[config.mk]
export PLATFORM = sky130hd
export DESIGN_NAME = l1_cache_wt_flat
export DESIGN_NICKNAME = d
export VERILOG_FILES = /design/src/rtl/l1_cache_wt_if.sv /design/src/rtl/l1_cache_wt.sv /design/src/flat_wrapper.sv
export SDC_FILE = /design/constraint.sdc
export NUM_CORES = 1
export LEC_CHECK = 0
export CORE_MARGIN = 2
export CORE_UTILIZATION = 25
export CTS_CLUSTER_DIAMETER = 80
export DETAILED_ROUTE_END_ITERATION = 8
export GPL_ROUTABILITY_DRIVEN = 0
export PLACE_DENSITY = 0.42
export SETUP_SLACK_MARGIN = 0.5
export SLEW_MARGIN = 20
export SYNTH_ARGS = -nofsm -noshare
export SYNTH_HDL_FRONTEND = slang
export SYNTH_SLANG_ARGS = --single-unit
export TNS_END_PERCENT = 1
[constraint.sdc]
create_clock -name clk -period 21.8 [get_ports clk]
set_clock_uncertainty 0.15 [all_clocks]
set_input_delay 5.45 -clock clk [delete_from_list [all_inputs] [get_ports clk]]
set_output_delay 5.45 -clock clk [all_outputs]
set_load 0.01 [all_outputs]
[src/rtl/l1_cache_wt_if.sv]
// Core word port and L2/pmem line port of the write-through L1 cache.
//   master : the environment side (core requests out, pmem responses out)
//   slave  : the cache side (core responses out, pmem requests out)
interface l1_cache_wt_if;
  // core side
  logic [15:0]  mem_address;
  logic         mem_read;
  logic         mem_write;
  logic [1:0]   mem_byte_enable;
  logic [15:0]  mem_wdata;
  logic [15:0]  mem_rdata;
  logic         mem_resp;
  // pmem side
  logic [15:0]  pmem_address;
  logic         pmem_read;
  logic         pmem_write;
  logic [15:0]  pmem_wmask;
  logic [127:0] pmem_wdata;
  logic [127:0] pmem_rdata;
  logic         pmem_resp;

  modport master (
    output mem_address, mem_read, mem_write, mem_byte_enable, mem_wdata,
    input  mem_rdata, mem_resp,
    input  pmem_address, pmem_read, pmem_write, pmem_wmask, pmem_wdata,
    output pmem_rdata, pmem_resp
  );

  modport slave (
    input  mem_address, mem_read, mem_write, mem_byte_enable, mem_wdata,
    output mem_rdata, mem_resp,
    output pmem_address, pmem_read, pmem_write, pmem_wmask, pmem_wdata,
    input  pmem_rdata, pmem_resp
  );
endinterface

[src/rtl/l1_cache_wt.sv]
// Direct-mapped, write-through, no-write-allocate L1 cache, 16-byte lines.
// Ports:
//   clk     : clock, rising edge
//   reset_n : asynchronous active-low reset (clears valid bits and state)
//   bus     : l1_cache_wt_if.slave -- core word port and pmem line port
// Read hits answer in the request cycle; misses fill a whole line. Every write
// goes to pmem; the cached line is merged only when resident.
module l1_cache_wt #(
  parameter int unsigned NUM_LINES = 8
) (
  input  logic          clk,
  input  logic          reset_n,
  l1_cache_wt_if.slave  bus
);

  localparam int unsigned IDX_W = $clog2(NUM_LINES);
  localparam int unsigned TAG_W = 12 - IDX_W;

  typedef enum logic [1:0] {IDLE, FILL, WRITE} state_t;

  state_t                 state;
  logic [NUM_LINES-1:0]   valid;
  logic [TAG_W-1:0]       tag_arr  [NUM_LINES];
  logic [127:0]           data_arr [NUM_LINES];

  logic [2:0]             word;
  logic [IDX_W-1:0]       index;
  logic [TAG_W-1:0]       tag;
  logic                   hit;
  logic [127:0]           line_merged;
  logic                   unused_addr_bit;

  // Address decode; bit 0 has no role in a word-wide port.
  assign word            = bus.mem_address[3:1];
  assign index           = bus.mem_address[4 +: IDX_W];
  assign tag             = bus.mem_address[15 -: TAG_W];
  assign unused_addr_bit = bus.mem_address[0];
  assign hit             = valid[index] && (tag_arr[index] == tag);

  // Controller state and valid bits; reset aborts any pmem transaction.
  always_ff @(posedge clk or negedge reset_n) begin
    if (!reset_n) begin
      state <= IDLE;
      valid <= '0;
    end else begin
      unique case (state)
        IDLE: begin
          if (bus.mem_write)              state <= WRITE;
          else if (bus.mem_read && !hit)  state <= FILL;
        end
        FILL: begin
          if (bus.pmem_resp) begin
            valid[index] <= 1'b1;
            state        <= IDLE;
          end
        end
        WRITE: begin
          if (bus.pmem_resp) state <= IDLE;
        end
        default: state <= IDLE;
      endcase
    end
  end

  // Enabled bytes of the write merged into the resident line.
  always_comb begin
    line_merged = data_arr[index];
    for (int b = 0; b < 2; b++) begin
      if (bus.mem_byte_enable[b])
        line_merged[{word, 4'b0000} + 7'(8 * b) +: 8] = bus.mem_wdata[8 * b +: 8];
    end
  end

  // Tag/data arrays are not reset; valid bits alone qualify their contents.
  always_ff @(posedge clk) begin
    if (state == FILL && bus.pmem_resp) begin
      data_arr[index] <= bus.pmem_rdata;
      tag_arr[index]  <= tag;
    end else if (state == WRITE && bus.pmem_resp && hit) begin
      data_arr[index] <= line_merged;
    end
  end

  // Outputs decode straight from state so they collapse with reset.
  assign bus.pmem_read    = (state == FILL);
  assign bus.pmem_write   = (state == WRITE);
  assign bus.pmem_address = {bus.mem_address[15:4], 4'b0000};
  assign bus.pmem_wdata   = {8{bus.mem_wdata}};
  assign bus.pmem_wmask   = 16'(bus.mem_byte_enable) << {word, 1'b0};
  assign bus.mem_resp     = ((state == IDLE) && !bus.mem_write && bus.mem_read && hit)
                          || ((state == WRITE) && bus.pmem_resp);
  assign bus.mem_rdata    = data_arr[index][{word, 4'b0000} +: 16];

endmodule

[src/flat_wrapper.sv]
// flat-port wrapper written by rule: the top's interface ports become plain ports
module l1_cache_wt_flat 
#(
  parameter int unsigned NUM_LINES = 8
)
  (clk, reset_n, bus_mem_address, bus_mem_read, bus_mem_write, bus_mem_byte_enable, bus_mem_wdata, bus_mem_rdata, bus_mem_resp, bus_pmem_address, bus_pmem_read, bus_pmem_write, bus_pmem_wmask, bus_pmem_wdata, bus_pmem_rdata, bus_pmem_resp);
  l1_cache_wt_if bus_i ();
  input  logic clk;
  input  logic reset_n;
  input wire logic [$bits(bus_i.mem_address)-1:0] bus_mem_address;
  input wire logic [$bits(bus_i.mem_read)-1:0] bus_mem_read;
  input wire logic [$bits(bus_i.mem_write)-1:0] bus_mem_write;
  input wire logic [$bits(bus_i.mem_byte_enable)-1:0] bus_mem_byte_enable;
  input wire logic [$bits(bus_i.mem_wdata)-1:0] bus_mem_wdata;
  output wire logic [$bits(bus_i.mem_rdata)-1:0] bus_mem_rdata;
  output wire logic [$bits(bus_i.mem_resp)-1:0] bus_mem_resp;
  output wire logic [$bits(bus_i.pmem_address)-1:0] bus_pmem_address;
  output wire logic [$bits(bus_i.pmem_read)-1:0] bus_pmem_read;
  output wire logic [$bits(bus_i.pmem_write)-1:0] bus_pmem_write;
  output wire logic [$bits(bus_i.pmem_wmask)-1:0] bus_pmem_wmask;
  output wire logic [$bits(bus_i.pmem_wdata)-1:0] bus_pmem_wdata;
  input wire logic [$bits(bus_i.pmem_rdata)-1:0] bus_pmem_rdata;
  input wire logic [$bits(bus_i.pmem_resp)-1:0] bus_pmem_resp;
  assign bus_i.mem_address = bus_mem_address;
  assign bus_i.mem_read = bus_mem_read;
  assign bus_i.mem_write = bus_mem_write;
  assign bus_i.mem_byte_enable = bus_mem_byte_enable;
  assign bus_i.mem_wdata = bus_mem_wdata;
  assign bus_mem_rdata = bus_i.mem_rdata;
  assign bus_mem_resp = bus_i.mem_resp;
  assign bus_pmem_address = bus_i.pmem_address;
  assign bus_pmem_read = bus_i.pmem_read;
  assign bus_pmem_write = bus_i.pmem_write;
  assign bus_pmem_wmask = bus_i.pmem_wmask;
  assign bus_pmem_wdata = bus_i.pmem_wdata;
  assign bus_i.pmem_rdata = bus_pmem_rdata;
  assign bus_i.pmem_resp = bus_pmem_resp;
  l1_cache_wt #(.NUM_LINES(NUM_LINES)) u_core (.clk(clk), .reset_n(reset_n), .bus(bus_i));
endmodule
==> impl_metrics.py, run 1 <==
metrics = {
    "worst_hold_path": {
        "hp-class": "reg2reg",
    },
    "finish": {
        "nets": 3323,
        "stdcell_count": 5765,
        "syn2layout_area_growth_pct": 19.8,
        "drive_gt1_frac": 0.184,
    },
    "pwr": {
        "p_switching_w": 0.00121,
        "internal_power_w": 0.00378,
        "irDropWorstVdd_uv": 61.7,
        "p_per_area_mw_per_mm2": 87.1,
        "p_leak_nw": 18.6,
        "combPwrFrac": 0.102,
        "pwr-share-clk": 0.415,
        "swShare": 0.243,
        "p_seq_frac": 0.482,
    },
    "cts": {
        "clock_latency_ns": 0.76,
        "ctsLongestPathBuffers": 3,
        "cts.root.buffer_cell": "clkbuf_16",
        "cts_tree": "built",
        "cts_buffers": 121,
        "cts_sinks": 1106,
        "cts_max_level": 3,
        "cts_hold_buf": 0,
        "post_cts_resized": 0,
        "clk_pin_slew_worst_paths_ns": 0.06,
        "cts_setup_buffers": 0,
    },
    "synthesis": {
        "synthesis.area_sq_mm": 0.0478,
        "synthArstFlopShare": 0.00904,
        "syn_avg_cell_area_sq_um": 16.3,
        "synth_seq_area_share": 0.694,
        "synth_ff_type": "edfxtp_1",
        "synthTopCellsByArea": "edfxtp_1, mux4_2, mux2i_1",
        "synth_top_area_cell": "edfxtp_1",
        "synthCells": 2925,
        "synth_top_area_share": 0.689,
        "yosysWarnings": 0,
        "synth_common_cells": "edfxtp_1, a21oi_1, mux2i_1, buf_4, a221oi_1",
        "synth-edff-count": 1096,
        "synth_seq_cells": 1106,
        "ys_types": 59,
        "synth.most_common_cell": "edfxtp_1",
    },
    "worst_setup_path": {
        "cp_data_required_time_ns": 16.20,
        "r2r-start": "u_core.tag_arr[6][8]$_DFFE_PP_",
        "crit_type": "in2out",
        "cp-endpoint": "bus_mem_rdata[2]",
        "reg2regPathDepth": 10,
        "reg2reg_to": "u_core.data_arr[7][111]$_DFFE_PP_",
        "cp_max_fo": 36,
        "r2r_setup_slack_ns": 16.40,
        "worstSetupStartpoint": "bus_mem_address[6]",
        "cp-start-kind": "input port",
        "critical_path_arrival_ns": 9.98,
        "cp-end-kind": "primary output",
    },
    "timing": {
        "clock.fmax_ghz": 0.0642,
        "final_max_slew_viol_count": 0,
        "rsz0062_at_grt": "false",
        "final.period_utilization": 0.715,
        "tns_ns": 0,
        "fin_crit_ns": 15.58,
        "hold_viol": 0,
        "slew_headroom": 0.206,
        "worstMarginPinSlew_ns": 1.19,
        "setup_viol": 0,
    },
    "floorplanning": {
        "initial_core_util": 0.252,
        "rows": 160,
        "num_io_pins": 346,
        "core_area_sq_mm": 0.190,
        "die_w_um": 441,
        "die_height_um": 441,
        "fp.dieArea_sq_mm": 0.195,
    },
    "grt": {
        "use_met2": 0.300,
        "grtUsageMet3": 0.0238,
        "use_met1": 0.232,
        "grt_pass1_wl_um": 239000,
        "antenna_found_initial": 11,
        "grt_max_degree": 118,
        "gr-total-overflow": 0,
        "grt_usage": 0.178,
        "top_usage_layer": "met2",
        "grt_pass1_vias": 27700,
    },
    "placement": {
        "dp_cells": 5534,
        "hpwl_um": 108000,
        "portBuffers": 340,
    },
    "status": {
        "outcome": "finished, final reports clean",
    },
    "drt": {
        "wl_per_cell_um": 30.8,
        "dr.pass1.iters": 6,
        "ant_nets": 0,
        "vias": 28300,
        "wl_um": 177000,
        "via_per_inst": 4.91,
        "drt_iter0_markers": 2771,
        "drc_errors": 0,
    },
    "run": {
        "drv_cap": 0,
    },
}
[layout by cell type, fill, tap and decap left out, types with 10 or more instances in the layout]
master | netlist | final
clkinv_2 | 0 | 18
clkbuf_16 | 0 | 121
nand3_1 | 36 | 36
o22a_1 | 14 | 14
a221oi_1 | 139 | 139
mux2_2 | 84 | 84
a31oi_1 | 19 | 19
bufinv_16 | 0 | 15
mux2i_1 | 167 | 167
mux4_2 | 88 | 88
clkinv_1 | 2 | 28
clkbuf_1 | 104 | 25
and2_1 | 14 | 11
o21ai_0 | 65 | 65
a22o_1 | 69 | 69
mux2_1 | 18 | 18
o22ai_1 | 50 | 50
a22oi_1 | 51 | 51
clkdlybuf4s50_1 | 0 | 333
inv_1 | 13 | 10
a21oi_1 | 182 | 182
nand2_1 | 130 | 130
dfrtp_1 | 10 | 10
buf_4 | 150 | 100
nor2_1 | 108 | 102
mux2_4 | 100 | 100
edfxtp_1 | 1096 | 1096
[metrics by stage]
step / instance area [sq um] / hold WS (ns) / worst slack [ns] / total power (W) / utilization
floorplan: 47800 / 0.279 / 3.97 / 0.00273 / -
global placement: 53200 / 0.296 / 6.22 / 0.00297 / 0.280
detailed placement: 53200 / 0.300 / 6.22 / 0.00297 / 0.280
CTS: 57200 / 0.314 / 6.22 / 0.00504 / 0.301
global route: 57300 / 0.338 / 6.11 / 0.00514 / 0.301
finish: 57300 / 0.313 / 6.22 / 0.00499 / 0.301
[power groups by stage]
stage | clock, W | sequential (W) | combinational (W)
after floorplan | 0 | 0.00246 | 0.000268
after global placement | 0 | 0.00245 | 0.000518
after detailed placement | 0 | 0.00245 | 0.000518
after CTS | 0.00212 | 0.00241 | 0.000519
after global routing | 0.00219 | 0.00241 | 0.000541
final | 0.00207 | 0.00241 | 0.000510
[layer usage]
layer	vias to the layer above	routed length (um)
li1	12100	-
met1	15000	74500
met2	998	87000
met3	218	9110
met4	2	6660
met5	-	13
[kinds of logic after synthesis]
family / Yosys count / share of synthesized area
AND/OR/NAND/NOR: 343 / 0.0318
buffers and inverters: 363 / 0.0460
adder cells (fa/ha/maj): 9 / 0.00236
other: 1 / 0.0000785
multiplexers: 458 / 0.132
flip-flops: 1106 / 0.694
AO/OA/AOI/OAI: 637 / 0.0921
XOR/XNOR: 8 / 0.00147
[area by class of cell]
cell class,count,area (sq um)
diodes,9,22.5
clock buffers,147,3140
inverters,15,57.6
fillers,18700,133000
well taps,2511,3140
repair buffers,444,4240
clock inverters,74,841
flip-flops and latches,1106,33200
multi-input cells,1459,12700
[worst min-delay path by stage]
stage | from | endpoint | slack [ns] | depth (start not counted)
final | u_core.valid[0]$_DFFE_PN0P_ | u_core.valid[0]$_DFFE_PN0P_ | 0.31 | 1
after global routing | u_core.valid[5]$_DFFE_PN0P_ | u_core.valid[5]$_DFFE_PN0P_ | 0.34 | 1
after CTS | u_core.valid[0]$_DFFE_PN0P_ | u_core.valid[0]$_DFFE_PN0P_ | 0.31 | 1
after detailed placement | u_core.valid[0]$_DFFE_PN0P_ | u_core.valid[0]$_DFFE_PN0P_ | 0.30 | 1
after global placement | u_core.valid[4]$_DFFE_PN0P_ | u_core.valid[4]$_DFFE_PN0P_ | 0.30 | 1
after floorplan | u_core.valid[5]$_DFFE_PN0P_ | u_core.valid[5]$_DFFE_PN0P_ | 0.28 | 1
[registers in the layout, indices dropped and copies added (netlist names)]
register,flops
u_core.valid,8
u_core.tag_arr,72
u_core.data_arr,1024
u_core.state,2
[worst max-delay path: stages]
cell and delay, ns:
buf_8 0.28, inv_2 0.32, nor2_4 0.87, buf_4 0.47, a22oi_1 0.15, o221ai_1 0.67
mux4_2 0.41, nor2_1 0.05, a21oi_1 0.52, clkdlybuf4s50_1 0.66
No activity file was read; power rests on OpenSTA's default activity.
==> run 2, diff against run 1 <==
clock period = 16 ns   (was 21.8 ns; I/O delays follow)
==> run 2 against run 1 <==
  * Wire length is 1.1% higher
  * Power is 38% higher
  * Global-route usage is 0.26 points higher
  * Die area stayed put
  * Sequential cell count stayed put
  * Via count is 0.90% higher
  * First-iteration DRC count is 5.2% lower
  * Worst setup slack worse by 2.9 ns
  * Final cell count stayed put
  * Design area is 0.16% higher
  * Critical endpoint unchanged
  * Critical path depth is 1 lower
==> impl_metrics.py, run 2 (synthesized netlist as in run 1, its figures left out) <==
metrics = {
    "status": {
        "outcome": "finished, final reports clean",
    },
    "worst_setup_path": {
        "critical_path_arrival_ns": 8.51,
        "cp-start-kind": "input port",
        "crit_type": "in2out",
        "cp_num_buf_inv": 4,
        "cp_data_required_time_ns": 11.85,
        "critPathMaxStageDelay_ns": 0.81,
        "cp_slowest_cell": "and2_2",
        "reg2regPathDepth": 9,
        "crit_chain": "buf_8, buf_4, and2_2, buf_4, a21oi_1, o221a_2, mux4_2, a21oi_1, clkdlybuf4s50_1",
        "cp.depth": 9,
        "cp_max_fo": 57,
        "path_delay_family": "buffers and inverters",
        "cp-end-kind": "primary output",
    },
    "timing": {
        "slew_headroom": 0.227,
        "hold_viol": 0,
        "final.period_utilization": 0.791,
        "fin_crit_ns": 12.66,
        "setup_viol": 0,
        "worstMarginPinSlew_ns": 1.16,
        "clock.fmax_ghz": 0.0790,
        "final_max_slew_viol_count": 0,
        "tns_ns": 0,
        "worst_slack_ns": 3.34,
        "rsz0062_at_grt": "false",
    },
    "floorplanning": {
        "initial_core_util": 0.252,
        "die_height_um": 441,
        "num_io_pins": 346,
        "die_w_um": 441,
        "fp.dieArea_sq_mm": 0.195,
        "core_area_sq_mm": 0.190,
        "rows": 160,
    },
    "placement": {
        "dp_cells": 5533,
        "placed_cell_area_sq_mm": 0.0533,
        "pre_cts_ws_ns": 3.32,
        "portBuffers": 340,
        "hpwl_um": 109000,
    },
    "finish": {
        "stdcell_count": 5765,
        "final_common_cell": "edfxtp_1",
        "largest_reg_flops": 1024,
        "final_area_sq_mm": 0.0574,
        "nets": 3331,
        "syn2layout_area_growth_pct": 20.0,
        "drive_gt1_frac": 0.185,
        "reg_top3": "u_core.data_arr: 1024 flops, u_core.tag_arr: 72 flops, u_core.valid: 8 flops",
        "largest-register": "u_core.data_arr",
        "most-common-layout-cells": "edfxtp_1, clkdlybuf4s50_1, a21oi_1",
    },
    "pwr": {
        "power_w": 0.00688,
        "p_leak_nw": 18.7,
        "irDropWorstVdd_uv": 110,
        "p_per_area_mw_per_mm2": 120,
    },
    "drt": {
        "dr.pass1.iters": 6,
        "wl_per_cell_um": 31.1,
        "via_per_inst": 4.96,
        "drc_errors": 0,
        "drt_iter0_markers": 2628,
        "vias": 28600,
        "wl_um": 179000,
        "ant_nets": 0,
    },
    "cts": {
        "cts_setup_buffers": 0,
        "clk_pin_slew_worst_paths_ns": 0.06,
        "cts_tree": "built",
        "cts.root.buffer_cell": "clkbuf_16",
        "cts_sinks": 1106,
        "post_cts_resized": 0,
        "clock_latency_ns": 0.78,
        "cts_buffers": 131,
        "cts_hold_buf": 0,
        "ctsLongestPathBuffers": 3,
        "cts_max_level": 4,
    },
    "grt": {
        "grt_pass1_vias": 28300,
        "grt_pass1_wl_um": 244000,
        "gr-total-overflow": 0,
        "grt_max_degree": 91,
        "antenna_found_initial": 6,
        "grt_usage": 0.181,
    },
    "worst_hold_path": {
        "hp-class": "reg2reg",
        "hold_depth": 1,
    },
    "run": {
        "drv_cap": 0,
    },
}
[run 2: changes by cell type in the layout (fill, tap and decap cells not counted), sizes merged]
cell	delta
bufinv	-6
clkinvlp	-3
clkinv	-1
inv	+2
clkbuf	+17
diode	-7
buf	-2
[run 2: area by class of cell]
class,instances,area [sq um]
clock inverters,66,608
well taps,2511,3140
clock buffers,164,3490
fillers,18700,133000
inverters,15,57.6
flip-flops and latches,1106,33200
multi-input cells,1459,12700
repair buffers,442,4230
diodes,2,5.00
[run 2: worst paths after layout]
check,start,endpoint,slack (ns)
max,bus_mem_address[4],bus_mem_rdata[2],3.34
min,u_core.valid[4]$_DFFE_PN0P_,u_core.valid[4]$_DFFE_PN0P_,0.31
max reg2reg,u_core.tag_arr[7][8]$_DFFE_PP_,u_core.data_arr[4][80]$_DFFE_PP_,11.00
min reg2reg,u_core.valid[4]$_DFFE_PN0P_,u_core.valid[4]$_DFFE_PN0P_,0.31
max in group asynchronous,reset_n,u_core.state[1]$_DFFE_PN0P_,11.88
min in group asynchronous,reset_n,u_core.valid[0]$_DFFE_PN0P_,3.45
[run 2: per-stage QoR]
stage                     hold slack (ns)  utilization
final                               0.311        0.302
after global placement              0.300        0.280
after detailed placement            0.297        0.280
after floorplan                     0.279            -
after global routing                0.331        0.302
after CTS                           0.311        0.302
[run 2: layer usage]
metal,up-vias,track usage,part of all wire
met5,-,0,0
met4,0,0.0509,0.024
met3,198,0.0219,0.041
met2,898,0.312,0.50
met1,15400,0.238,0.43
li1,12100,-,-
[run 2: worst reg2reg max path, cell delays in order (launching register included)]
cell and delay [ns]:
edfxtp_1 0.35, mux2_2 0.28, a221o_1 0.31, a222oi_1 0.35
xnor2_1 0.14, or4_1 0.52, buf_4 0.25, o21bai_4 0.72
buf_4 0.61, buf_4 0.85
[run 2: power breakdown]
group	switching, W	internal, W	leakage (nW)
Clock	0.00122	0.00169	2.00
Combinational	0.000443	0.000252	6.69
Sequential	0.0000177	0.00326	9.99
Total	0.00168	0.00520	18.7
==> run 3, diff against run 2 <==
PLACE_DENSITY = 0.43   (was 0.42)
clock period = 10.9 ns   (was 16 ns; I/O delays follow)
==> run 3 against run 2 <==
  * Final cell count grew 0.23%
  * Sequential share of layout area about the same
  * Clock power rose by 38%
  * First-iteration DRC count rose by 3.6%
  * Combinational power grew 51%
  * Wire length grew 0.57%
==> impl_metrics.py, run 3 (synthesized netlist as in run 1, its figures left out) <==
metrics = {
    "timing": {
        "rsz0062_at_grt": "false",
        "final.period_utilization": 0.862,
        "fin_crit_ns": 9.39,
        "worstMarginPinSlew_ns": 1.15,
        "hold_viol": 0,
        "setup_viol": 0,
        "slew_headroom": 0.234,
        "worst_slack_ns": 1.51,
        "final_max_slew_viol_count": 0,
        "fin_hold_ws_ns": 0.313,
        "clock.fmax_ghz": 0.106,
    },
    "grt": {
        "grt_pass1_vias": 27800,
        "use_met2": 0.306,
        "top_usage_layer": "met2",
        "grtUsageMet3": 0.0264,
        "antenna_found_initial": 4,
        "grt_pass1_wl_um": 244000,
        "gr-total-overflow": 0,
        "grt_max_degree": 100,
        "grt_usage": 0.181,
        "use_met1": 0.241,
    },
    "worst_hold_path": {
        "hp-class": "reg2reg",
    },
    "drt": {
        "drc_errors": 0,
        "wl_per_cell_um": 31.2,
        "via_per_inst": 4.95,
        "vias": 28600,
        "drt_iter0_markers": 2723,
        "ant_nets": 0,
        "wl_um": 180000,
        "dr.pass1.iters": 5,
    },
    "pwr": {
        "p_seq_frac": 0.487,
        "swShare": 0.245,
        "p_switching_w": 0.00242,
        "p_leak_nw": 18.7,
        "pwr-share-clk": 0.407,
        "irDropWorstVdd_uv": 129,
        "p_per_area_mw_per_mm2": 172,
        "combPwrFrac": 0.106,
        "internal_power_w": 0.00747,
    },
    "cts": {
        "ctsLongestPathBuffers": 3,
        "cts_max_level": 3,
        "post_cts_resized": 0,
        "cts_hold_buf": 0,
        "cts_buffers": 120,
        "cts.root.buffer_cell": "clkbuf_16",
        "clock_latency_ns": 0.76,
        "cts_setup_buffers": 0,
        "cts_sinks": 1106,
        "cts_tree": "built",
        "clk_pin_slew_worst_paths_ns": 0.06,
    },
    "finish": {
        "largest_reg_flops": 1024,
        "fill_cells": 18800,
        "regArea_sq_mm": 0.0332,
        "final_common_cell": "edfxtp_1",
        "diodes": 0,
        "reg_top3": "u_core.data_arr: 1024 flops, u_core.tag_arr: 72 flops, u_core.valid: 8 flops",
        "drive_gt1_frac": 0.185,
        "nets": 3348,
        "most-common-layout-cells": "edfxtp_1, clkdlybuf4s50_1, a21oi_1",
        "largest-register": "u_core.data_arr",
        "syn2layout_area_growth_pct": 20.1,
        "multi_input_area_sq_mm": 0.0127,
    },
    "placement": {
        "portBuffers": 340,
        "pre_cts_ws_ns": 1.47,
        "hpwl_um": 111000,
    },
    "worst_setup_path": {
        "cp_max_fo": 41,
        "crit_top_cell": "buf_4",
        "cp-start-kind": "input port",
        "cp_slowest_cell": "a221oi_1",
        "cp_data_required_time_ns": 8.03,
        "critPathMaxStageDelay_ns": 0.71,
        "path_delay_family": "buffers and inverters",
        "crit_chain": "buf_8, buf_4, nor2_4, buf_4, a22o_1, a221oi_1, mux2i_1, mux4_2, clkdlybuf4s50_1",
        "crit_type": "in2out",
        "critical_path_arrival_ns": 6.52,
        "cp-end-kind": "primary output",
        "cp_num_buf_inv": 4,
    },
    "run": {
        "drv_cap": 0,
    },
    "floorplanning": {
        "core_area_sq_mm": 0.190,
        "initial_core_util": 0.252,
        "die_w_um": 441,
        "fp.dieArea_sq_mm": 0.195,
        "die_height_um": 441,
        "rows": 160,
        "num_io_pins": 346,
    },
    "status": {
        "outcome": "finished, final reports clean",
    },
}
-- run 3: final timing paths --
path | start | to | slack [ns] | cells past startpoint
min reg2reg | u_core.valid[7]$_DFFE_PN0P_ | u_core.valid[7]$_DFFE_PN0P_ | 0.31 | 1
min in group asynchronous | reset_n | u_core.state[1]$_DFFE_PN0P_ | 2.17 | 1
max | bus_mem_address[5] | bus_mem_rdata[1] | 1.51 | 9
max reg2reg | u_core.tag_arr[7][8]$_DFFE_PP_ | u_core.data_arr[6][25]$_DFFE_PP_ | 6.57 | 8
max in group asynchronous | reset_n | u_core.valid[3]$_DFFE_PN0P_ | 8.08 | 1
min | u_core.valid[7]$_DFFE_PN0P_ | u_core.valid[7]$_DFFE_PN0P_ | 0.31 | 1
-- run 3: metal layers --
| layer | vias up | routed length [um] | share of wire |
|---|---|---|---|
| li1 | 12100 | - | - |
| met2 | 973 | 88700 | 0.49 |
| met4 | 2 | 4810 | 0.027 |
| met5 | - | 13 | 0.000072 |
| met3 | 207 | 8810 | 0.049 |
| met1 | 15300 | 77900 | 0.43 |
-- run 3: area by class of cell --
class | instances | area share
timing repair buffer | 470 | 0.0798
inverter | 15 | 0.00102
clock inverter | 63 | 0.0108
tap | 2511 | 0.0547
sequential | 1106 | 0.578
clock buffer | 154 | 0.0553
multi-input combinational | 1459 | 0.220
-- run 3: stage by stage --
stage	instance area [sq um]	util	setup TNS, ns	cells	total power (W)
after detailed placement	53600	0.282	0	5561	0.00596
after CTS	57400	0.302	0	5778	0.00998
after global placement	53600	0.282	0	5561	0.00596
final	57400	0.302	0	5778	0.00989
after global routing	57400	0.302	0	5778	0.0102
after floorplan	47800	-	-428.40	2928	0.00545
-- run 3: power groups by stage --
stage	clock network (W)	logic (W)	registers (W)
after floorplan	0	0.000537	0.00492
after global placement	0	0.00106	0.00490
after detailed placement	0	0.00106	0.00490
after CTS	0.00410	0.00106	0.00481
after global routing	0.00425	0.00111	0.00482
final	0.00403	0.00105	0.00481
